--- src/rtl/colour_pkg.sv ---
// colour_pkg: shared colour constants, RGB table, state type and channel helper.
// Used by the RGB-to-colour decoder and the colour-to-RGB converter ROM init.
package colour_pkg;
    localparam int COLOUR_W  = 3;
    localparam int RGB_W     = 24;
    localparam int N_COLOURS = 8;

    typedef enum logic [COLOUR_W-1:0] {
        BLACK, BLUE, GREEN, CYAN, RED, MAGENTA, YELLOW, WHITE
    } colour_e;

    // Index bits map to channels: [2]=R, [1]=G, [0]=B.
    localparam logic [RGB_W-1:0] RGB_TABLE [N_COLOURS] = '{
        24'h000000, 24'h0000FF, 24'h00FF00, 24'h00FFFF,
        24'hFF0000, 24'hFF00FF, 24'hFFFF00, 24'hFFFFFF
    };

    typedef enum logic [1:0] {IDLE, SCAN, DONE} state_e;

    function automatic logic [7:0] abs_diff(input logic [7:0] x, input logic [7:0] y);
        return x > y ? x - y : y - x;
    endfunction
endpackage

--- src/rtl/rgb_distance.sv ---
// rgb_distance: combinational per-channel comparison of two RGB codes.
// Ports: a, b - RGB codes {R,G,B}; hit - every |channel diff| <= TOL;
//        dist - sum of channel diffs (present only with NEAREST_MATCH_EN).
module rgb_distance
    import colour_pkg::*;
#(
    parameter logic [7:0] TOL = 8'd0
) (
    input  logic [RGB_W-1:0] a,
    input  logic [RGB_W-1:0] b,
    output logic             hit
`ifdef NEAREST_MATCH_EN
    ,
    output logic [9:0]       dist
`endif
);
    logic [7:0] dr, dg, db;

    always_comb begin
        dr  = abs_diff(a[23:16], b[23:16]);
        dg  = abs_diff(a[15:8], b[15:8]);
        db  = abs_diff(a[7:0], b[7:0]);
        hit = dr <= TOL && dg <= TOL && db <= TOL;
    end

`ifdef NEAREST_MATCH_EN
    // Three 8-bit terms sum to at most 765, so 10 bits never overflow.
    assign dist = 10'(dr) + 10'(dg) + 10'(db);
`endif
endmodule

--- src/rtl/rgb_to_colour.sv ---
// rgb_to_colour: reverse colour lookup, scans the 8-entry table one entry per cycle.
// Ports: clk, rst_n (sync, active-low); req_valid/req_ready/rgb_in request side;
//        result_valid/result_ready/colour/match result side.
// Macro NEAREST_MATCH_EN: on a miss report the nearest entry instead of 0.
module rgb_to_colour
    import colour_pkg::*;
#(
    parameter int unsigned TOL = 0
) (
    input  logic                clk,
    input  logic                rst_n,
    input  logic                req_valid,
    output logic                req_ready,
    input  logic [RGB_W-1:0]    rgb_in,
    output logic                result_valid,
    input  logic                result_ready,
    output logic [COLOUR_W-1:0] colour,
    output logic                match
);
    state_e              state, state_next;
    logic [COLOUR_W-1:0] idx, miss_colour;
    logic [RGB_W-1:0]    rgb_q;
    logic                hit, last;

    assign last = idx == COLOUR_W'(N_COLOURS - 1);

`ifdef NEAREST_MATCH_EN
    logic [9:0]          dist, best_dist;
    logic [COLOUR_W-1:0] best_idx;
    logic                closer;

    rgb_distance #(.TOL(8'(TOL))) u_dist (
        .a    (rgb_q),
        .b    (RGB_TABLE[idx]),
        .hit  (hit),
        .dist (dist)
    );

    // Strictly-less update keeps the lowest index on ties.
    assign closer      = dist < best_dist;
    assign miss_colour = closer ? idx : best_idx;

    always_ff @(posedge clk) begin
        if (!rst_n || state == IDLE) begin
            best_dist <= '1;
            best_idx  <= '0;
        end else if (state == SCAN && closer) begin
            best_dist <= dist;
            best_idx  <= idx;
        end
    end
`else
    rgb_distance #(.TOL(8'(TOL))) u_dist (
        .a   (rgb_q),
        .b   (RGB_TABLE[idx]),
        .hit (hit)
    );

    assign miss_colour = '0;
`endif

    always_ff @(posedge clk) begin
        if (!rst_n)
            state <= IDLE;
        else
            state <= state_next;
    end

    always_comb begin
        state_next = state;
        case (state)
            IDLE:    if (req_valid) state_next = SCAN;
            SCAN:    if (hit || last) state_next = DONE;
            DONE:    if (result_ready) state_next = IDLE;
            default: state_next = IDLE;
        endcase
    end

    always_comb begin
        req_ready    = rst_n && state == IDLE;
        result_valid = state == DONE;
    end

    always_ff @(posedge clk) begin
        if (!rst_n) begin
            idx    <= '0;
            colour <= '0;
            match  <= 1'b0;
        end else begin
            case (state)
                IDLE: if (req_valid) begin
                    rgb_q <= rgb_in;
                    idx   <= '0;
                end
                SCAN: if (hit) begin
                    colour <= idx;
                    match  <= 1'b1;
                end else if (last) begin
                    colour <= miss_colour;
                    match  <= 1'b0;
                end else begin
                    idx <= idx + 1'b1;
                end
                default: ;
            endcase
        end
    end
endmodule

--- config.mk ---
export PLATFORM = sky130hd
export DESIGN_NAME = rgb_to_colour
export DESIGN_NICKNAME = d
export VERILOG_FILES = /design/src/rtl/colour_pkg.sv /design/src/rtl/rgb_distance.sv /design/src/rtl/rgb_to_colour.sv
export SDC_FILE = /design/constraint.sdc
export NUM_CORES = 1
export LEC_CHECK = 0
export BUFFER_PORTS_ARGS = -buffer_cell sky130_fd_sc_hd__buf_2
export CORE_ASPECT_RATIO = 1.75
export CORE_UTILIZATION = 50
export DETAILED_ROUTE_END_ITERATION = 8
export PLACE_DENSITY = 0.7
export SYNTH_ARGS = -nofsm -noshare
export SYNTH_HDL_FRONTEND = slang
export SYNTH_SLANG_ARGS = --single-unit
export TNS_END_PERCENT = 20
--- constraint.sdc ---
create_clock -name clk -period 7.28 [get_ports clk]
set_input_delay 2.184 -clock clk [delete_from_list [all_inputs] [get_ports clk]]
set_output_delay 2.184 -clock clk [all_outputs]
set_load 0.005 [all_outputs]
# Word level (Yosys, flattened, before mapping)

Memory sizes are Yosys's and may differ from the RTL's.
Cells that the tools add are included.

Register bits after elaboration: 33
Latch bits: 0
Input port bits: 28
Memories: 1
Memory bits (writable): 0
Logic and storage cells: 57
ROM bits: 192
Output and inout bits: 6

Shift operators: 0
Div/mod/pow operators: 0
Muxes and demuxes: 17
Reduce and logical (&&, ||, !) cells: 11
Add/sub/neg operators: 7
Eq/ne operators: 8
$mul: 0
Bitwise logic cells: 1
Order comparisons: 7

Memories:

| name             | depth | bits a word | read ports | clocked after memory_dff | wr ports | line                | RTL |
|---|---|---|---|---|---|---|---|
| (name not given) | 8     | 24          | 1          | 0                        | 0        | rgb_to_colour.sv:55 | `.b (RGB_TABLE[idx]),` |

Operators by type and width:

| operator                                                                 | number |
|---|---|
| 24-bit 2-to-1 mux                                                        | 2 |
| 8-bit subtractor                                                         | 6 |
| 8-bit > comparator                                                       | 3 |
| 8-bit by 1-bit <= comparator with 1-bit output (second input constant)   | 3 |
| 8-bit 2-to-1 mux                                                         | 3 |
| 3-bit 2-to-1 mux                                                         | 5 |
| 2-bit inequality test (second input constant)                            | 4 |
| 2-bit 2-to-1 mux                                                         | 3 |
| 2-bit case mux with 3 select lines                                       | 1 |
| 3-bit case mux with 2 select lines                                       | 1 |
| 3-bit AND reduction                                                      | 2 |
| 4-bit greater-or-equal comparator (second input constant)                | 1 |
| 3-bit NOT with 4-bit output                                              | 1 |
| 4-bit AND reduction                                                      | 1 |
| 2-bit nonzero test                                                       | 2 |
| 3-bit by 1-bit adder with 3-bit output (second input constant)           | 1 |
| 3-bit == test (second input constant)                                    | 1 |
| 1-bit logical AND                                                        | 3 |
| 2-bit by 1-bit == test with 1-bit output (second input constant)         | 1 |
| 2-bit == test (second input constant)                                    | 1 |
| 2-bit zero test                                                          | 1 |
| 1-bit 2-to-1 mux                                                         | 2 |
| 2-bit by 1-bit inequality test with 1-bit output (second input constant) | 1 |
| 2-bit AND reduction                                                      | 1 |
| 1-bit logical OR                                                         | 1 |

# Longest topological paths before layout

Gate-level depths: netlist of run 1.

Depth after elaboration: 12
Mapped depth: 12
Depth with buffers taken out: 11

# By module

Synthesis of run 1 repeated with hierarchy kept, for this count alone.

Cell total of the unflattened synthesis: 314
Area, all modules: 2875.3 sq um

Modules (own cells, without submodules):

| module        | area an instance (sq um) | times used | seq. area each (sq um) | cells an instance |
|---|---|---|---|---|
| rgb_distance  | 1710.4                   | 1          | 0.0                    | 246 |
| rgb_to_colour | 1164.9                   | 1          | 900.9                  | 68 |

# Worst setup path before layout of run 1

Ideal clock, no wire load.

Path kind: input-to-output
From: input port rst_n
To: output port req_ready
Buffers on the path: 0
Arrival: 2.361 ns
Data required time: 5.096 ns
Stages on the path: 2
Setup slack: 2.735 ns
Path through: nand2b_1 nor2_1

Word-level cells in the longest chain between the ends: 1

RTL lines:

| item              | line                | RTL |
|---|---|---|
| start, declared   | rgb_to_colour.sv:11 | `input logic rst_n,` |
| 1-bit logical AND | rgb_to_colour.sv:80 | `req_ready = rst_n && state == IDLE;` |
| end, declared     | rgb_to_colour.sv:13 | `output logic req_ready,` |

No other way between the ends.

# Final worst setup path of run 1

Ends and elaborated chain as after synthesis.

==> results of run 1 <==
kinds of logic (layout without fill, tap and decap cells):
kind of cell	count (synthesis)	after routing	synth area share, %
DFF	33	33	29.8
AOI/OAI and AO/OA	82	82	20.9
buffers and inverters	41	74	5.96
muxes	4	4	1.32
xor gates and xnor gates	5	5	1.45
adders and majority gates	47	47	19.4
and+or+nand+nor	109	109	21.1
per-layer routing:
metal	track usage [%]	vias to the layer above	wire length (um)
met4	11.7	0	282
met1	21.0	1142	2250
met5	0	-	0
met2	41.0	52	3580
li1	-	1256	-
met3	2.85	24	159
per-stage QoR:
stage                     setup WS, ns  total power [uW]  hold slack [ns]
after floorplan                   2.74               297            0.458
after global placement            2.42               318            0.454
after detailed placement          2.40               321            0.461
after CTS                         2.40               486            0.469
after global routing              2.29               506            0.527
final                             2.40               482            0.467
power groups by stage:
stage	registers [uW]	logic [uW]	clock network (uW)
finish	215	103	164
global route	216	116	175
CTS	215	103	168
detailed placement	219	103	0
global placement	219	99.8	0
floorplan	217	80.2	0
final cells by class:
class                   instances  share of cell area, %
flip-flops and latches         33                   27.0
repair buffers                 33                   4.95
clock inverters                 2                   1.01
multi-input cells             247                   58.2
clock buffers                   6                   2.17
well taps                      78                   2.92
inverters                      33                   3.71
worst max-delay path: cells and delay by family:
kind	cells	cell delay, ns
buffers and inverters	2	0.31
AND/OR/NAND/NOR	2	0.21
Yosys cell counts (3+ instances only):
cell,instances,area [sq um]
and2_1,5,31.3
clkbuf_1,3,11.3
nor4_1,6,37.5
and4_1,3,26.3
nand3_1,7,35.0
edfxtp_1,24,721
o22ai_1,5,31.3
dfxtp_1,9,180
nor2b_1,10,62.6
o211ai_1,5,37.5
inv_1,33,124
o2111ai_1,3,26.3
o21bai_1,3,22.5
a211o_1,3,26.3
nand2_1,21,78.8
o21ai_0,10,50.1
nor4b_1,4,35.0
nand4_1,3,18.8
a31oi_1,5,31.3
a21oi_1,9,45.0
o21a_1,9,67.6
ha_1,47,588
o31a_1,3,26.3
mux2i_1,4,40.0
xor2_1,3,26.3
nor3b_1,3,22.5
or2_2,4,25.0
nor2_1,17,63.8
nor3_1,6,30.0
state kept, by name, summed over array words and instances, names as in the netlist:
| name | count |
|---|---|
| colour | 3 |
| state | 2 |
| rgb_q | 24 |
| idx | 3 |
| match | 1 |
path summary, 6_finish.rpt:
kind / end / cells after the start / from / slack, ns
worst max-delay path: req_ready / 4 / rst_n / 2.40
worst min-delay path: colour[0]$_SDFFE_PN0P_ / 2 / colour[0]$_SDFFE_PN0P_ / 0.47
worst max register to register: colour[1]$_SDFFE_PN0P_ / 11 / idx[1]$_SDFFE_PN0P_ / 3.72
worst min register to register: colour[0]$_SDFFE_PN0P_ / 2 / colour[0]$_SDFFE_PN0P_ / 0.47
==> qor.yml, run 1 <==
sta:
  fmax_mhz: 205
  slew_headroom_pct: 26.0
  grt_setup_unrepaired: "false"
  drv_slew: 0
  hold_violations: 0
  final_setup_vio_count: 0
  post-route-period-util_pct: 67.0
  max_clock_skew_ns: 0.00926
  timing.final.crit_period_ns: 4.88
  timing.setup.tns_ns: 0
  max_slew.worst_pin.slew_ns: 1.11
logic_synthesis:
  post_synth_arst_share_pct: 0
  syn_inst: 321
  syn_nets: 396
  synth_area_per_cell_sq_um: 9.42
  netlist_area_sq_um: 3020
  yosysUniqueCellTypes: 70
  synth_seq_area_share_pct: 29.8
  yosys_register_bits: 33
  yosysWarningCount: 0
  synth-edff-count: 24
  synth_flop_cell: "edfxtp_1"
critical_path:
  critical_path_arrival_ns: 2.70
  critPathMostFrequentCell: "buf_2"
  cp_cell_sequence: "buf_2 -> nand2b_1 -> nor2_1 -> buf_2"
  cp_max_fo: 11
  crit_path_start_kind: "input pin"
  cpMaxStageDelayCell: "buf_2"
  criticalPathCategory: "in -> out"
  cp_peak_stage_delay_ns: 0.18
  worst_setup_path_end_kind: "output port"
  crit_required_ns: 5.10
detailed_routing:
  via_per_instance_ratio: 5.73
  antenna_left: 0
  drt-pass1-iter-count: 4
  postRouteWirelength_mm: 6.28
  drt_iter0_markers: 74
  routed_vias: 2474
  avgRoutedWirePerCell_um: 14.5
  drt_drc_violations_left: 0
layout:
  design_area_sq_um: 3340
  seqCellArea_sq_um: 901
  instances_no_fill: 432
  area_overhead_vs_synth_pct: 10.3
  layout_common_cells: "ha_1 (47), inv_1 (33), buf_2 (33)"
  utilization_pct: 57.2
  antenna-diode-count: 0
  final.fill_count: 572
  post_route_cells_drive_above_1_share_pct: 16.9
  finish.net_count: 428
  multiInputGateArea_sq_um: 1940
  final_common_cell: "ha_1"
cts:
  clock_tree_from_tritoncts: "done"
  cts_buffers: 5
  postCtsSetupRepairBufs: 0
  post_cts_resized: 0
  h-tree-depth: 2
  cts_max_path_buffers: 2
  clock_latency_ns: 0.28
  path_clk_slew_ns: 0.06
  cts_hold_repair_buffers: 0
  cts_root_buf: "clkbuf_8"
  clkSinkCount: 33
power:
  power.switching_fraction_pct: 26.6
  clkPwrFrac_pct: 34.1
  power.sequential.fraction_pct: 44.5
  ir_drop_v: 0.000135
  p_int_uw: 354
  cellLeakagePower_uw: 0.00149
  power_switching_uw: 128
  p_comb_share_pct: 21.4
  p_per_area_nw_per_um2: 144
place:
  gp_routability_congestion: 0.883
  buffer_ports.inserted: 33
  placedInstanceArea_sq_um: 3230
  placedCellCount: 424
  dp.final_hpwl_mm: 5.02
floorplan:
  fp.coreArea_sq_um: 5830
  fp.dieH_um: 105
  num_rows: 37
  effective_utilization_at_floorplan_pct: 51.8
  die_width_um: 60.8
  floorplan.io_pins: 34
  design.die.area_sq_um: 6380
global_routing:
  grt_max_degree: 25
  initial_antenna_violation_count: 0
  wire_length_of_the_first_global_routing_pass_mm: 10.5
  via_count_of_the_first_global_routing_pass: 2431
  global_route.usage.total_pct: 21.7
  grt.overflow.total: 0
flow_run:
  cap_violations: 0
status:
  result_of_the_run: "completed"
min_path:
  hold_path.class: "reg -> reg"
Power figures use the tool's default switching activity.
==> inputs of run 2 (changes only) <==
- clock period: 7.28 -> 5.1 ns (I/O delays scaled with it)
==> run 2 against run 1 <==
Effect of this change:
- non-clock buffer count did not move
- largest cell class unchanged
- critical path depth unchanged
- final cell count did not move
- cell area rose by 0.15%
- largest power group unchanged
==> qor.yml, run 2 (synthesized netlist as in run 1, its figures left out) <==
status:
  result_of_the_run: "completed"
layout:
  multiInputGateArea_sq_um: 1940
  instances_no_fill: 432
  antenna-diode-count: 0
  reg_top3: "rgb_q: 24 flops, colour: 3 flops, idx: 3 flops"
  layout_common_cells: "ha_1 (47), inv_1 (33), buf_2 (33)"
  area_overhead_vs_synth_pct: 10.5
  post_route_cells_drive_above_1_share_pct: 17.2
  final_common_cell: "ha_1"
  finish.net_count: 428
  final.fill_count: 558
  seqCellArea_sq_um: 901
  largest_register_ff_count: 24
  largest-register: "rgb_q"
place:
  placedCellCount: 424
  dp.final_hpwl_mm: 4.99
  gp_routability_congestion: 0.870
  buffer_ports.inserted: 33
critical_path:
  criticalPathCategory: "in -> out"
  cp_max_fo: 11
  crit_required_ns: 3.57
  critical_path_arrival_ns: 2.04
  worst_setup_path_end_kind: "output port"
  crit_path_start_kind: "input pin"
cts:
  post_cts_resized: 0
  cts_hold_repair_buffers: 0
  clkSinkCount: 33
  cts_buffers: 5
  path_clk_slew_ns: 0.06
  cts_max_path_buffers: 2
  h-tree-depth: 2
  cts_root_buf: "clkbuf_8"
  clock_latency_ns: 0.29
  clock_tree_from_tritoncts: "done"
  postCtsSetupRepairBufs: 0
min_path:
  hold_path.class: "reg -> reg"
floorplan:
  fp.coreArea_sq_um: 5830
  die_width_um: 60.8
  floorplan.io_pins: 34
  design.die.area_sq_um: 6380
  fp.dieH_um: 105
  num_rows: 37
  effective_utilization_at_floorplan_pct: 51.8
sta:
  max_clock_skew_ns: 0.00815
  final_setup_vio_count: 0
  slew_headroom_pct: 22.6
  timing.setup.tns_ns: 0
  timing.final.crit_period_ns: 3.57
  drv_slew: 0
  fmax_mhz: 280
  hold_violations: 0
  max_slew.worst_pin.slew_ns: 1.16
  post-route-period-util_pct: 70.0
  grt_setup_unrepaired: "false"
detailed_routing:
  avgRoutedWirePerCell_um: 14.9
  antenna_left: 0
  drt_drc_violations_left: 0
  postRouteWirelength_mm: 6.43
  routed_vias: 2497
  via_per_instance_ratio: 5.78
  drt-pass1-iter-count: 4
  drt_iter0_markers: 79
power:
  p_per_area_nw_per_um2: 207
  design_power_total_uw: 693
  ir_drop_v: 0.000269
  cellLeakagePower_uw: 0.00150
global_routing:
  grt.overflow.total: 0
  wire_length_of_the_first_global_routing_pass_mm: 10.5
  initial_antenna_violation_count: 0
  global_route.usage.total_pct: 22.2
  via_count_of_the_first_global_routing_pass: 2502
  grt_max_degree: 25
flow_run:
  cap_violations: 0
==> run 2: cell count changes in the layout (fill, tap and decap cells not counted), sizes merged <==
| cell | change |
|---|---|
| clkinv | -1 |
| bufinv | -1 |
| clkbuf | +2 |
==> run 2: final cells by class <==
| cell class | count | share of cell area (%) |
|---|---|---|
| Inverter | 33 | 3.71 |
| Multi-Input combinational cell | 247 | 58.1 |
| Tap cell | 78 | 2.92 |
| Sequential cell | 33 | 27.0 |
| Timing Repair Buffer | 33 | 4.94 |
| Clock buffer | 8 | 3.33 |
==> run 2: routing by layer <==
metal | share of wire, % | GRT usage (%) | vias to the layer above | wire length [um]
met1 | 37 | 21.0 | 1166 | 2360
li1 | - | - | 1256 | -
met5 | 0 | 0 | - | 0
met2 | 57 | 40.2 | 57 | 3650
met4 | 3.8 | 15.1 | 0 | 246
met3 | 2.8 | 3.84 | 18 | 178
==> run 2: path summary, 6_finish.rpt <==
| check | startpoint | endpoint | slack [ns] | cells past startpoint |
|---|---|---|---|---|
| worst max-delay path | rst_n | req_ready | 1.53 | 4 |
| worst min-delay path | colour[0]$_SDFFE_PN0P_ | colour[0]$_SDFFE_PN0P_ | 0.48 | 2 |
| worst max register to register | idx[0]$_SDFFE_PN0P_ | colour[1]$_SDFFE_PN0P_ | 1.64 | 11 |
| worst min register to register | colour[0]$_SDFFE_PN0P_ | colour[0]$_SDFFE_PN0P_ | 0.48 | 2 |
==> run 2: worst max-delay path: stages <==
cell and delay [ns]:
buf_2 0.18, nand2b_1 0.09, nor2_1 0.11, buf_2 0.13
==> run 2: power by group <==
part	switching [uW]	internal, uW	total, uW	leakage [uW]
Sequential	7.87	298	306	0.000295
Combinational	84.7	62.6	147	0.00115
Clock	100	140	240	0.0000566
Total	193	500	693	0.00150
==> run 2: per-stage QoR <==
stage | utilization [%] | setup slack [ns] | area, sq um | hold WS [ns]
after floorplan | - | 1.86 | 3020 | 0.458
after global placement | 55.4 | 1.55 | 3230 | 0.452
after detailed placement | 55.4 | 1.53 | 3230 | 0.469
after CTS | 57.3 | 1.52 | 3340 | 0.479
after global routing | 57.3 | 1.27 | 3340 | 0.514
final | 57.3 | 1.53 | 3340 | 0.478
==> inputs of run 3 (changes only) <==
- clock period: 5.1 -> 3.4 ns (I/O delays scaled with it)
==> run 3 against run 2 <==
Effect of this change:
- cell area is 0.30% higher
- die area did not move
- global-route usage grew 0.75 points
- power up 43%
- utilization up 0.17 points
- sequential power up 49%
- clock-buffer cell count fell by 2
- first-iteration DRC count increased by 28%
- setup slack worse by 1.2 ns
- wire length increased by 3.5%
- critical path type is now reg -> reg
- largest cell class unchanged
- largest power group unchanged
==> qor.yml, run 3 (synthesized netlist as in run 1, its figures left out) <==
sta:
  worst_hold_slack_ns: 0.465
  grt_setup_unrepaired: "false"
  hold_violations: 0
  timing.final.crit_period_ns: 3.05
  max_clock_skew_ns: 0.00343
  fmax_mhz: 328
  final_setup_vio_count: 0
  post-route-period-util_pct: 89.7
  timing.setup.tns_ns: 0
  max_slew.worst_pin.slew_ns: 0.482
  slew_headroom_pct: 67.6
  drv_slew: 0
place:
  placedInstanceArea_sq_um: 3260
  dp.final_hpwl_mm: 5.24
  gp_routability_congestion: 0.896
  buffer_ports.inserted: 33
layout:
  final.fill_count: 564
  antenna-diode-count: 0
  reg_top3: "rgb_q: 24 flops, colour: 3 flops, idx: 3 flops"
  finish.net_count: 432
  multiInputGateArea_sq_um: 1940
  largest_register_ff_count: 24
  largest-register: "rgb_q"
  layout_common_cells: "ha_1 (47), inv_1 (33), buf_2 (33)"
  post_route_cells_drive_above_1_share_pct: 18.2
  area_overhead_vs_synth_pct: 10.8
  seqCellArea_sq_um: 901
  final_common_cell: "ha_1"
  design_area_sq_um: 3350
cts:
  cts_root_buf: "clkbuf_8"
  clock_latency_ns: 0.29
  h-tree-depth: 2
  clock_tree_from_tritoncts: "done"
  cts_buffers: 5
  path_clk_slew_ns: 0.07
  clkSinkCount: 33
  postCtsSetupRepairBufs: 0
  post_cts_resized: 0
  cts_max_path_buffers: 2
  cts_hold_repair_buffers: 0
global_routing:
  wire_length_of_the_first_global_routing_pass_mm: 10.7
  grt.overflow.total: 0
  initial_antenna_violation_count: 0
  via_count_of_the_first_global_routing_pass: 2444
  global_route.usage.total_pct: 22.9
  grt_max_degree: 25
critical_path:
  criticalPathCategory: "reg -> reg"
  count_of_cells_along_the_worst_register_to_register_path: 11
  setup.reg_to_reg.worst_slack_ns: 0.35
  crit_path_start_kind: "flop"
  cp_max_fo: 8
  rr_endpoint: "colour[2]$_SDFFE_PN0P_"
  critical_path_arrival_ns: 3.27
  crit_required_ns: 3.62
  worst_setup_path_endpoint: "colour[2]$_SDFFE_PN0P_"
  crit-reg2reg-launch: "idx[0]$_SDFFE_PN0P_"
  worst_setup_path_end_kind: "flop"
  critical_path.startpoint: "idx[0]$_SDFFE_PN0P_"
floorplan:
  fp.coreArea_sq_um: 5830
  effective_utilization_at_floorplan_pct: 51.8
  die_width_um: 60.8
  num_rows: 37
  floorplan.io_pins: 34
  design.die.area_sq_um: 6380
  fp.dieH_um: 105
detailed_routing:
  drt_iter0_markers: 101
  via_per_instance_ratio: 5.77
  antenna_left: 0
  routed_vias: 2515
  drt_drc_violations_left: 0
  avgRoutedWirePerCell_um: 15.3
  postRouteWirelength_mm: 6.66
  drt-pass1-iter-count: 5
flow_run:
  cap_violations: 0
status:
  result_of_the_run: "completed"
power:
  cellLeakagePower_uw: 0.00151
  ir_drop_v: 0.000320
  p_per_area_nw_per_um2: 296
min_path:
  hold_path.class: "reg -> reg"
-- run 3: cell types whose count changed in the layout (fill, tap and decap cells not counted), sizes merged --
cell,change
buf,+4
clkbuf,-2
clkinv,+2
-- run 3: cell type report --
class | count | area share, %
Tap cell | 78 | 2.91
Timing Repair Buffer | 37 | 5.82
Clock inverter | 2 | 0.261
Clock buffer | 6 | 2.46
Sequential cell | 33 | 26.9
Inverter | 33 | 3.70
Multi-Input combinational cell | 247 | 58.0
-- run 3: worst min-delay path by stage --
stage / slack, ns / to / cells after the start / from
2_1_floorplan: 0.46 / colour[0]$_SDFFE_PN0P_ / 2 / colour[0]$_SDFFE_PN0P_
3_3_place_gp: 0.46 / colour[0]$_SDFFE_PN0P_ / 2 / colour[0]$_SDFFE_PN0P_
3_5_place_dp: 0.46 / colour[0]$_SDFFE_PN0P_ / 2 / colour[0]$_SDFFE_PN0P_
4_1_cts: 0.47 / colour[0]$_SDFFE_PN0P_ / 2 / colour[0]$_SDFFE_PN0P_
5_1_grt: 0.50 / colour[0]$_SDFFE_PN0P_ / 2 / colour[0]$_SDFFE_PN0P_
6_report: 0.46 / colour[0]$_SDFFE_PN0P_ / 2 / colour[0]$_SDFFE_PN0P_
-- run 3: report_power, final --
group | internal, uW | switching (uW) | leakage, uW
Clock | 160 | 148 | 0.0000486
Combinational | 96.6 | 134 | 0.00117
Sequential | 447 | 7.86 | 0.000295
Total | 704 | 289 | 0.00151
-- run 3: through the flow --
step,utilization (%),worst slack (ns),cells,power (uW)
finish,57.5,0.349,436,994
global route,57.5,0.158,436,1050
CTS,57.5,0.351,436,1010
detailed placement,55.9,0.366,428,693
global placement,55.9,0.414,428,688
floorplan,-,0.420,321,636
-- run 3: critical path: stages (launching register included) --
cell and delay [ns]:
dfxtp_1 0.31, inv_1 0.25, ha_1 0.32, nor2b_4 0.16, o211ai_2 0.16, a21boi_1 0.11
or3_2 0.42, a22o_1 0.24, o31ai_4 0.29, nand4_2 0.12, or3b_1 0.40, o22ai_1 0.19
-- run 3: routing by layer --
| layer | wire [um] | track usage [%] |
|---|---|---|
| met4 | 270 | 12.3 |
| met1 | 2500 | 21.2 |
| met5 | 0 | 0 |
| met2 | 3740 | 43.6 |
| met3 | 146 | 4.08 |
